--- config.mk ---
export PLATFORM = sky130hd
export DESIGN_NAME = pipe_skid_reg_flat
export DESIGN_NICKNAME = d
export VERILOG_FILES = /design/src/rtl/pipe_skid_reg_if.sv /design/src/rtl/pipe_skid_reg.sv /design/src/flat_wrapper.sv
export SDC_FILE = /design/constraint.sdc
export NUM_CORES = 1
export LEC_CHECK = 0
export BUFFER_PORTS_ARGS = -buffer_cell sky130_fd_sc_hd__buf_4
export CORE_MARGIN = 1
export CORE_UTILIZATION = 51
export DETAILED_ROUTE_END_ITERATION = 6
export MAX_ROUTING_LAYER = met4
export PLACE_DENSITY = 0.76
export REMOVE_ABC_BUFFERS = 1
export SLEW_MARGIN = 20
export SYNTH_ARGS = -nofsm -noshare
export SYNTH_HDL_FRONTEND = slang
export SYNTH_SLANG_ARGS = --single-unit
--- constraint.sdc ---
create_clock -name clk -period 2.1 [get_ports clk]
set_clock_uncertainty 0.2 [all_clocks]
set_input_delay 0.21 -clock clk [delete_from_list [all_inputs] [get_ports clk]]
set_output_delay 0.21 -clock clk [all_outputs]
set_load 0.02 [all_outputs]
--- src/rtl/pipe_skid_reg_if.sv ---
// Valid/ready handshake bundle for one elastic pipeline stage, including the flush strobe.
// master = upstream/downstream environment side, slave = the stage register itself.
`timescale 1ns/1ps
interface pipe_skid_reg_if #(
    parameter int WIDTH = 32
);
    logic             flush;
    logic             in_valid;
    logic             in_ready;
    logic [WIDTH-1:0] in_data;
    logic             out_valid;
    logic             out_ready;
    logic [WIDTH-1:0] out_data;

    modport master (
        output flush, in_valid, in_data, out_ready,
        input  in_ready, out_valid, out_data
    );

    modport slave (
        input  flush, in_valid, in_data, out_ready,
        output in_ready, out_valid, out_data
    );
endinterface

--- src/rtl/pipe_skid_reg.sv ---
// Elastic pipeline-stage register with a two-entry skid buffer and registered in_ready.
// Define PIPE_SKID_PERF_EN to build the saturating stall counter; otherwise stall_cnt is tied to 0.
`timescale 1ns/1ps
module pipe_skid_reg #(
    parameter int               XLEN      = 32,
    parameter int               WIDTH     = XLEN,
    parameter logic [WIDTH-1:0] FLUSH_VAL = '0,
    parameter int               CNT_W     = 32
) (
    input  logic               clk,
    input  logic               rst_n,
    pipe_skid_reg_if.slave     bus,
    output logic [1:0]         occupancy,
    output logic [CNT_W-1:0]   stall_cnt
);

    logic             main_v, main_v_n;
    logic             skid_v, skid_v_n;
    logic [WIDTH-1:0] main_d, main_d_n;
    logic [WIDTH-1:0] skid_d, skid_d_n;
    logic             in_fire;

    // in_ready depends only on the skid flop, never on out_ready, so no combinational ready path.
    assign bus.in_ready  = ~skid_v;
    assign in_fire       = bus.in_valid & ~skid_v;
    assign bus.out_valid = main_v;
    assign bus.out_data  = main_v ? main_d : FLUSH_VAL;
    assign occupancy     = {1'b0, main_v} + {1'b0, skid_v};

    always_comb begin
        main_v_n = main_v;
        main_d_n = main_d;
        skid_v_n = skid_v;
        skid_d_n = skid_d;
        if (bus.flush) begin
            main_v_n = 1'b0;
            main_d_n = FLUSH_VAL;
            skid_v_n = 1'b0;
            skid_d_n = FLUSH_VAL;
        end else if (!main_v || bus.out_ready) begin
            // Main is free this cycle: the skid entry always drains first to keep FIFO order.
            if (skid_v) begin
                main_v_n = 1'b1;
                main_d_n = skid_d;
                if (in_fire) begin
                    skid_v_n = 1'b1;
                    skid_d_n = bus.in_data;
                end else begin
                    skid_v_n = 1'b0;
                end
            end else if (in_fire) begin
                main_v_n = 1'b1;
                main_d_n = bus.in_data;
                skid_v_n = 1'b0;
            end else begin
                main_v_n = 1'b0;
                skid_v_n = 1'b0;
            end
        end else if (in_fire) begin
            skid_v_n = 1'b1;
            skid_d_n = bus.in_data;
        end
    end

    always_ff @(posedge clk or negedge rst_n) begin
        if (!rst_n) begin
            main_v <= 1'b0;
            skid_v <= 1'b0;
            main_d <= FLUSH_VAL;
            skid_d <= FLUSH_VAL;
        end else begin
            main_v <= main_v_n;
            skid_v <= skid_v_n;
            main_d <= main_d_n;
            skid_d <= skid_d_n;
        end
    end

`ifdef PIPE_SKID_PERF_EN
    logic [CNT_W-1:0] stall_q;

    // Counts cycles where downstream stalls a valid payload; survives flush, saturates at all-ones.
    always_ff @(posedge clk or negedge rst_n) begin
        if (!rst_n) begin
            stall_q <= '0;
        end else if (main_v && !bus.out_ready && (stall_q != {CNT_W{1'b1}})) begin
            stall_q <= stall_q + 1'b1;
        end
    end

    assign stall_cnt = stall_q;
`else
    assign stall_cnt = '0;
`endif

endmodule

--- src/flat_wrapper.sv ---
// flat-port wrapper written by rule: the top's interface ports become plain ports
module pipe_skid_reg_flat 
#(
    parameter int               XLEN      = 32,
    parameter int               WIDTH     = XLEN,
    parameter logic [WIDTH-1:0] FLUSH_VAL = '0,
    parameter int               CNT_W     = 32
)
  (clk, rst_n, occupancy, stall_cnt, bus_flush, bus_in_valid, bus_in_data, bus_out_ready, bus_in_ready, bus_out_valid, bus_out_data);
  pipe_skid_reg_if #(.WIDTH(WIDTH)) bus_i ();
  input  logic clk;
  input  logic rst_n;
  output logic [1:0] occupancy;
  output logic [CNT_W-1:0] stall_cnt;
  input wire logic [$bits(bus_i.flush)-1:0] bus_flush;
  input wire logic [$bits(bus_i.in_valid)-1:0] bus_in_valid;
  input wire logic [$bits(bus_i.in_data)-1:0] bus_in_data;
  input wire logic [$bits(bus_i.out_ready)-1:0] bus_out_ready;
  output wire logic [$bits(bus_i.in_ready)-1:0] bus_in_ready;
  output wire logic [$bits(bus_i.out_valid)-1:0] bus_out_valid;
  output wire logic [$bits(bus_i.out_data)-1:0] bus_out_data;
  assign bus_i.flush = bus_flush;
  assign bus_i.in_valid = bus_in_valid;
  assign bus_i.in_data = bus_in_data;
  assign bus_i.out_ready = bus_out_ready;
  assign bus_in_ready = bus_i.in_ready;
  assign bus_out_valid = bus_i.out_valid;
  assign bus_out_data = bus_i.out_data;
  pipe_skid_reg #(.XLEN(XLEN), .WIDTH(WIDTH), .FLUSH_VAL(FLUSH_VAL), .CNT_W(CNT_W)) u_core (.clk(clk), .rst_n(rst_n), .bus(bus_i), .occupancy(occupancy), .stall_cnt(stall_cnt));
endmodule
Yosys cells after proc, flatten, opt, wreduce, memory -nomap -nowiden:

Cells that the tools add are included.

* input port bits: 37
* register bits: 66
* output and inout port bits: 68

* equal/unequal tests: 1
* reduce and logical (&&, ||, !) cells: 6
* bitwise operators: 2
* muxes and demuxes: 17
* add/subtract/negate cells: 1

Operator list (count)
* 32-bit two-way mux: 9
* 1-bit two-way mux: 8
* 3-bit nonzero test: 2
* 3-bit by 2-bit inequality test with 1-bit output (second input constant): 1
* 1-bit by 1-bit adder with 2-bit output: 1
* 2-bit AND reduction: 1
* 2-bit nonzero test: 1
* 1-bit AND: 1
* 1-bit zero test: 1
* 1-bit logical OR: 1
* 1-bit inverter: 1

Depth between registers and ports, before layout:

* word-level depth: 6
* gate-level depth with buffers: 5

Worst setup path after synthesis:

No wires, ideal clock.

* path kind: register to register
* start point: reg u_core.skid_v
* end point: reg u_core.main_d[10]
* period minus slack after synthesis: 1.798 ns
* path slack: 0.302 ns
* cell stages (with the launch flop): 6
* buffers on the path: 2
* data required time: 1.775 ns
* library setup time: 0.125 ns
* arrival: 1.473 ns
* cells stage by stage: dfrtp_1 > buf_6 > or2_1 > a21oi_4 > buf_6 > mux2_2

* longest elaborated chain between the ends: 4
* elaborated cells between the ends (all ways): 7
* classes of those cells: mux (3); bitwise (2); reduce/logical (2)

Ends and longest elaborated chain
* start: declaration: RTL line pipe_skid_reg.sv:18 `logic skid_v, skid_v_n;`
* start signal: assignment: RTL line pipe_skid_reg.sv:73 `skid_v <= skid_v_n;`
* 1-bit inverter: RTL line pipe_skid_reg.sv:25 `assign in_fire = bus.in_valid & ~skid_v;`
* 1-bit AND: RTL line pipe_skid_reg.sv:25
* 3-bit nonzero test (no source line)
* 2-bit AND reduction (no source line)
* end signal: assignment: RTL line pipe_skid_reg.sv:74 `main_d <= main_d_n;`
* end: declaration: RTL line pipe_skid_reg.sv:19 `logic [WIDTH-1:0] main_d, main_d_n;`

Parallel ways exist; a longest one is shown, timed or not. The select of a mux whose other input is x is not followed.
A chain may end at the register's enable or synchronous reset.

Final worst setup path:

* start point: reg u_core.main_v (netlist: u_core.bus.out_valid)
* end point: out bus_out_data[19]

* longest elaborated chain between the ends: 1

Ends and longest elaborated chain
* start: declaration: RTL line pipe_skid_reg.sv:17 `logic main_v, main_v_n;`
* start signal: assignment: RTL line pipe_skid_reg.sv:72 `main_v <= main_v_n;`
* 32-bit two-way mux: RTL line pipe_skid_reg.sv:27 `assign bus.out_data = main_v ? main_d : FLUSH_VAL;`
* end: declaration: RTL line flat_wrapper.sv:21 `output wire logic [$bits(bus_i.out_data)-1:0] bus_out_data;`

No other way between the ends.

==> impl_metrics.json <==
{
  "status": "completed",
  "synth-warning-count": 0,
  "peakVddDrop_v": 0.000389,
  "hold_ws_ns": 0.0226,
  "setup_viol": 0,
  "insertion_delay_ns": 0.33,
  "cp_max_fo": 24,
  "dp_hpwl_um": 4440,
  "synth_edf_count": 0,
  "place_ws_ns": 0.278,
  "synthSimpleGateAreaFrac_pct": 10.8,
  "final_util_pct": 69.3,
  "clock-sinks": 66,
  "cts_resized": 0,
  "numCtsBuffers": 9,
  "ys_ff_latch": 66,
  "drive_above_1_share_pct": 32.9,
  "wl_met2_um": 3360,
  "layout_setup_ws_ns": 0.247,
  "coreArea_sq_um": 6390,
  "place_congestion": 0.733,
  "period_share_pct": 88.2,
  "startpoint": "u_core.bus.out_valid",
  "area_growth_pct": 30.5,
  "syn_inst": 290,
  "grt.overflow.total": 0,
  "fmax_mhz": 540,
  "rows": 29,
  "antenna_cells": 0,
  "synthTopCellsByArea": "dfrtp_1, mux2_2, mux2i_1, a22o_1, buf_4",
  "fp.dieW_um": 83.6,
  "synth_common_cells": "dfrtp_1, nor2_1",
  "drt.antenna.violating_nets": 0,
  "placedCellCount": 429,
  "syn-cell-area_sq_um": 3390,
  "async_flop_share_pct": 100,
  "synth_compound_area_share_pct": 9.15,
  "drv_slew": 0,
  "drc": 0,
  "slew_headroom_pct": 45.9,
  "wl_met1_um": 3160,
  "fillers": 491,
  "holdPathStages": 3,
  "hold_viol": 0,
  "ys.flop_type": "dfrtp_1",
  "floorplan.initialDensity_pct": 53.1,
  "clock_path_buffers": 2,
  "num_vias": 2429,
  "synthAdderAreaFrac_pct": 0.369,
  "cts_tree": "done",
  "worst_slew_pin_slew_ns": 0.812,
  "htree_num_levels": 3,
  "r2r_cells": 4,
  "critPathCaptureType": "primary output",
  "fin_nets": 434,
  "die-area_sq_um": 6980,
  "grt_max_degree": 67,
  "synth_top_family_by_area": "multiplexers",
  "clk_pin_slew_ns": 0.07,
  "die_h_um": 83.6,
  "worstPathRequired_ns": 1.69,
  "min_period_ns": 1.85,
  "powerDensity_nw_per_um2": 647,
  "instances_no_fill": 478,
  "wl_per_cell_um": 14.4,
  "crit_path_start_kind": "flip-flop",
  "worstPathArrival_ns": 1.44,
  "timing_worst_setup_path_type": "reg2out",
  "yosysTopAreaCellShare_pct": 48.7,
  "detail_route.first_pass.iterations": 4,
  "port_buffers": 72,
  "drt-total-wl_um": 6910,
  "rr_startpoint": "u_core.skid_v",
  "ioPinCount": 105,
  "yosysTopAreaCell": "dfrtp_1",
  "antenna_found_initial": 0,
  "synth_xor_xnor_area_share_pct": 0,
  "ys_types": 21,
  "hp-class": "in2reg",
  "syn_area_per_cell_sq_um": 11.7,
  "drt_iter0_drc": 137,
  "viasPerCell": 5.08,
  "dr.max_layer_used": "met4",
  "muxShareOfSynthArea_pct": 20.1,
  "tns_ns": 0,
  "met3_length_um": 328,
  "rsz0062_at_grt": "false",
  "ys_seq_area_share_pct": 48.7,
  "grt_pass1_wl_um": 11300,
  "root_buffer": "clkbuf_8",
  "yosysMostFrequentCell": "dfrtp_1",
  "grtUsageTotal_pct": 21.1,
  "grt_pass1_vias": 2333,
  "hp-start": "bus_in_valid",
  "leakage_nw": 2.16,
  "cap_violations": 0
}
layout make-up:
class,instances,area (sq um),area share [%]
sequential,66,1650,37.3
clock inverter,2,10.0,0.226
multi-input combinational,201,1510,34.1
timing repair buffer,116,978,22.1
tap,77,96.3,2.18
inverter,2,7.51,0.170
clock buffer,14,173,3.90
per-layer routing:
layer  vias to the layer above  track usage [%]
met5                         -                -
met2                        77             34.1
met4                         0             6.47
li1                       1146                -
met3                         8             4.35
met1                      1198             27.0
report_power, final:
part           total (mW)  internal (mW)  switching [mW]
Clock               0.979          0.523           0.456
Combinational       0.506          0.240           0.266
Sequential           1.38           1.34          0.0355
Total                2.86           2.10           0.758
metrics by stage:
step,cell area (sq um),power (mW)
floorplan,3150,1.65
global placement,3920,1.85
detailed placement,3920,1.86
CTS,4430,2.89
global route,4430,2.99
finish,4430,2.86
kinds of logic (layout without fill, tap and decap cells):
group / Yosys count / count (layout)
other: 1 / 32
AOI/OAI and AO/OA: 35 / 35
adders and majority gates: 1 / 1
and+or+nand+nor: 69 / 69
muxes: 64 / 64
DFF: 66 / 66
buffers and inverters: 54 / 134
repair_timing:
| item | CTS | global route |
|---|---|---|
| hold buffers | 33 | 0 |
| buffers inserted | 0 | 0 |
| endpoints found under the hold margin | 98 | 0 |
final timing paths:
path                                              to  slack (ns)
worst max-delay path                bus_out_data[19]        0.25
worst min-delay path            u_core.bus.out_valid        0.02
worst max register to register      u_core.main_d[2]        0.28
worst min register to register      u_core.main_d[0]        0.30
max in group asynchronous              u_core.skid_v        0.81
min in group asynchronous          u_core.main_d[30]        0.30
flip-flops by register name (all words and copies together) (netlist names):
| signal | count |
|---|---|
| u_core.skid_d | 32 |
| u_core.bus.out_valid | 1 |
| u_core.skid_v | 1 |
| u_core.main_d | 32 |
cells in the final DEF, fill, tap and decap left out, drive strengths merged:
master	n
a21oi	2
a22o	32
a41oi	1
and2	32
buf	83
clkbuf	14
clkinv	2
conb	32
dfrtp	66
dlygate4sd3	33
ha	1
inv	2
mux2	32
mux2i	32
nand2b	1
nor2	33
nor3	1
nor4b	1
or2	1
worst max-delay path, cell delays in order (launching register included):
cell,delay [ns]
dfrtp_1,0.36
buf_4,0.19
buf_4,0.25
and2_1,0.17
buf_4,0.14
Note: power is estimated with default switching activity, not from simulation.
